===== src/rtl/irq_controller.sv =====
// Memory-mapped interrupt controller: latches, masks and prioritises requests,
// pulses interrput once per dispatch and holds service until EOI. IRQ_EDGE_EN selects edge-triggered requests.
module irq_controller #(
  parameter int          N_IRQ     = 8,
  parameter logic [31:0] BASE_ADDR = 32'hFFFF_0000
) (
  input  logic             clk,
  input  logic             rst_n,
  input  logic [N_IRQ-1:0] irq_src,
  input  logic             wr_en,
  input  logic [31:0]      addr,
  input  logic [31:0]      wr_data,
  output logic [31:0]      rd_data,
  output logic             interrput,
  output logic [4:0]       irq_id,
  output logic             in_service
);

  typedef enum logic [1:0] {IDLE, ASSERT, SERVICE} state_t;

  state_t           state_q, state_d;
  logic [N_IRQ-1:0] pending_q, mask_q;
  logic [N_IRQ-1:0] set_v, clr_v, req_v;
  logic [4:0]       id_q, id_d;
  logic             sel, wr_pend, wr_mask, wr_eoi, eoi_fire;

  assign sel      = (addr[31:4] == BASE_ADDR[31:4]);
  assign wr_pend  = sel && wr_en && (addr[3:2] == 2'd0);
  assign wr_mask  = sel && wr_en && (addr[3:2] == 2'd1);
  assign wr_eoi   = sel && wr_en && (addr[3:2] == 2'd3);
  assign eoi_fire = wr_eoi && (state_q == SERVICE);
  assign req_v    = pending_q & mask_q;

`ifdef IRQ_EDGE_EN
  // src_q holds last cycle's lines so a held level only pends once.
  logic [N_IRQ-1:0] src_q;
  always_ff @(posedge clk) begin
    if (!rst_n) src_q <= '0;
    else        src_q <= irq_src;
  end
  assign set_v = irq_src & ~src_q;
`else
  assign set_v = irq_src;
`endif

  always_comb begin
    clr_v = '0;
    for (int i = 0; i < N_IRQ; i++) begin
      clr_v[i] = (wr_pend && wr_data[i]) || (eoi_fire && (id_q == 5'(i)));
    end
  end

  always_ff @(posedge clk) begin
    if (!rst_n) begin
      pending_q <= '0;
      mask_q    <= '0;
      id_q      <= '0;
      state_q   <= IDLE;
    end else begin
      pending_q <= set_v | (pending_q & ~clr_v);
      if (wr_mask) mask_q <= wr_data[N_IRQ-1:0];
      id_q      <= id_d;
      state_q   <= state_d;
    end
  end

  always_comb begin
    state_d = state_q;
    id_d    = id_q;
    case (state_q)
      IDLE: begin
        if (|req_v) begin
          // Descending scan leaves the lowest set index, i.e. highest priority.
          for (int i = N_IRQ - 1; i >= 0; i--) begin
            if (req_v[i]) id_d = 5'(i);
          end
          state_d = ASSERT;
        end
      end
      ASSERT:  state_d = SERVICE;
      SERVICE: if (eoi_fire) state_d = IDLE;
      default: state_d = IDLE;
    endcase
  end

  assign interrput  = (state_q == ASSERT);
  assign in_service = (state_q == ASSERT) || (state_q == SERVICE);
  assign irq_id     = id_q;

  always_comb begin
    rd_data = '0;
    if (sel) begin
      case (addr[3:2])
        2'd0:    rd_data = 32'(pending_q);
        2'd1:    rd_data = 32'(mask_q);
        2'd2:    rd_data = {in_service, 26'b0, id_q};
        default: rd_data = '0;
      endcase
    end
  end

endmodule

===== config.mk =====
export PLATFORM = sky130hd
export DESIGN_NAME = irq_controller
export DESIGN_NICKNAME = d
export VERILOG_FILES = /design/src/rtl/irq_controller.sv
export SDC_FILE = /design/constraint.sdc
export NUM_CORES = 1
export LEC_CHECK = 0
export ABC_AREA = 1
export BUFFER_PORTS_ARGS = -buffer_cell sky130_fd_sc_hd__buf_4
export CORE_MARGIN = 2
export CORE_UTILIZATION = 30
export DETAILED_ROUTE_END_ITERATION = 16
export PLACE_DENSITY = 0.74
export SLEW_MARGIN = 20
export SYNTH_ARGS = -nofsm -noshare
export SYNTH_HDL_FRONTEND = slang
export SYNTH_SLANG_ARGS = --single-unit

===== constraint.sdc =====
create_clock -name clk -period 2.65 [get_ports clk]
set_input_delay 0.3975 -clock clk [delete_from_list [all_inputs] [get_ports clk]]
set_output_delay 0.3975 -clock clk [all_outputs]
set_load 0.1 [all_outputs]

==> qor.txt <==
Sequential power share -> 41.0%
Post-place setup slack -> 365 ps
CTS H-tree lvls -> 1
Critical path class -> in -> out
Clock share of power -> 26.8%
Static Leak -> 0.996 nW
Fin nets -> 397
VDD IR max -> 0.000260 V
Tot GR Track Use -> 14.5%
Buffers on Ports -> 62
Remaining routing DRC violations -> 0
Unrepaired setup endpoints after global routing -> false
Total core area -> 5110 um2
Combinational Power Share -> 32.2%
Hold Path Sink -> pending_q[5]$_SDFF_PN0_
FP Rows -> 26
Post-CTS Resized -> 0
Clock Skew -> 8.18 ps
Root Buffer -> clkbuf_8
Total CTS buffers -> 3
Final ANT Viol Nets -> 0
Initial DRT Pass Iterations -> 4
Via count -> 1714
Post-route minimum period -> 2260 ps
Max_cap viols -> 0
Worst Setup End Kind -> output pin
Setup violations, final -> 0
Reg-to-Reg Start -> pending_q[3]$_SDFF_PN0_
GPL Wtd Cong -> 0.855
CTS max path bufs -> 2
Cell count after synthesis -> 256
Hold Path Origin -> irq_src[5]
CP required -> 2250 ps
Power per cell area -> 387 nW/um2
Congestion Overflow GR -> 0
Yosys Warn Count -> 0
Largest net degree at the start of global routing -> 19
Post-Route WL -> 4280 um
Initial antenna violation count -> 0
CP Max Fanout -> 9
Vias in the first global route -> 1537
# clock sinks -> 21
Mean Syn Cell Area -> 6.19 um2
WL per Instance -> 11.0 um
Slew HR -> 63.1%
Die Span Y -> 76.7 um
Seq/Total Area, Yosys -> 26.5%
DRT iter0 DRCs -> 63
Hold Vio Cnt, Final -> 0
Worst r2r dst -> irq_id[0]$_SDFFE_PN0P_
R2R cell count -> 7
Slew @ Worst Pin -> 550 ps
Hpwl dp -> 3350 um
Layout cells sized above 1 -> 24.8%
Fill count -> 557
Postcts setup bufs -> 0
Worst hold slack -> 367 ps
PnR worst setup slack -> 385 ps
Die width -> 76.7 um
FF-to-FF setup slack -> 1220 ps
Setup crit start kind -> input port
ANT cells -> 0
Worst hold path depth -> 3
Crit path DAT -> 1870 ps
P_sw -> 0.319 mW
Max Clock Freq -> 0.442 GHz
Clk slew on worst S/H paths -> 80 ps
Worst hold path type -> in -> reg
Outcome -> complete, no violations
Starting density of the core -> 31.0%
Mapped cell area -> 1580 um2
Seq cells post-synth -> 21
Net Sw Frac -> 39.5%
CTS tree -> yes
Io pins -> 114
Die area -> 5880 um2
Post-CTS Hold Fix Bufs -> 0
Pins over their slew limit -> 0
Global-route wire length before repair -> 6890 um
Routed vias/inst -> 4.42
Tcrit/Tclk final -> 85.5%
Internal power -> 0.489 mW
Area Overhead vs Synth -> 31.9%
Post-synth cell types -> 27
Clk Latency, worst-skew pair -> 270 ps
-- through the flow --
step	std cells	utilization (%)	instance area (um2)	setup TNS [ps]	power [mW]
floorplan	280	-	1700	-2060	0.560
global placement	384	40.0	2040	0	0.597
detailed placement	384	40.0	2040	0	0.598
CTS	388	40.9	2090	0	0.815
global route	388	40.9	2090	0	0.844
finish	388	40.9	2090	0	0.808
-- layer usage --
metal	global-route usage, %	up-vias	wire length, um
met5	0	-	0
met4	6.36	0	44
met3	2.94	5	398
met2	23.8	91	2030
met1	18.5	732	1800
li1	-	886	-
-- cell type report --
type	instances	area (um2)	share of cell area, %
multi-input cells	196	926	44.3
repair buffers	64	480	23.0
flip-flops and latches	21	420	20.1
clock inverters	1	5.00	0.240
inverters	33	129	6.17
well taps	70	87.6	4.19
clock buffers	3	41.3	1.98
-- cell usage in the layout (no fill, tap or decap), types with 2 or more instances in the layout --
cell      synthesis  final
o21ai_0           5      5
buf_4            26     64
conb_1            1     25
clkbuf_8          0      3
nand2_1          86     86
ha_1              3      3
dfxtp_1          21     21
a31oi_2           0      3
inv_1            29     29
a21oi_1          23     23
nor2_2            2      3
nand3_1           8      8
nor2_1           17     16
clkinv_1          2      2
nand4_1           9      9
nor3_1            8      8
-- how the worst max path moves through the flow --
stage / startpoint / endpoint / slack [ps]
after floorplan: addr[11] / rd_data[3] / -410
after detailed placement: addr[13] / rd_data[1] / 370
after global routing: addr[11] / rd_data[4] / 210
after CTS: addr[13] / rd_data[1] / 360
after global placement: addr[13] / rd_data[1] / 360
final: addr[11] / rd_data[1] / 390
-- flip-flops by register name, indices dropped and copies added, names as in the netlist --
register	count
irq_id	3
mask_q	8
pending_q	8
state_q	2
-- cells in the mapped netlist, drive strengths merged --
cell type | count | area share (%)
nand4 | 9 | 3.6
a31oi | 3 | 1.2
and2 | 1 | 0.40
clkinv | 3 | 1.0
dfxtp | 21 | 27
a211oi | 1 | 0.47
conb | 1 | 0.24
o21ai | 5 | 1.6
ha | 3 | 2.4
clkbuf | 1 | 0.24
inv | 30 | 7.1
o211a | 1 | 0.63
nand3 | 9 | 3.6
nand2 | 86 | 20
buf | 29 | 14
nor3 | 8 | 2.5
a21oi | 23 | 7.3
or2 | 1 | 0.40
nor2 | 21 | 6.8
-- power by group through the flow --
| stage | clock [mW] | sequential [mW] | combinational, mW |
|---|---|---|---|
| 2_1_floorplan | 0 | 0.336 | 0.223 |
| 3_5_place_dp | 0 | 0.339 | 0.260 |
| 3_3_place_gp | 0 | 0.338 | 0.258 |
| 4_1_cts | 0.224 | 0.331 | 0.260 |
| 6_report | 0.216 | 0.332 | 0.260 |
| 5_1_grt | 0.237 | 0.333 | 0.273 |
-- critical path: stages --
cell	delay (ps)
buf_4	110
nor2_1	90
nand2_1	60
nor2_1	110
nand2_1	70
nor2_2	110
clkinv_1	310
a31oi_2	290
buf_4	320
-- cells by family (layout without fill, tap and decap cells) --
family                   Yosys count  count (layout)  synth area share (%)
AND/OR/NAND/NOR                  135             135                  37.7
buffers and inverters             63             101                  22.0
AO/OA/AOI/OAI                     33              33                  11.1
flip-flops                        21              21                  26.5
adder cells (fa/ha/maj)            3               3                  2.37
other                              1              25                 0.237
No activity file was read; power rests on OpenSTA's default activity.
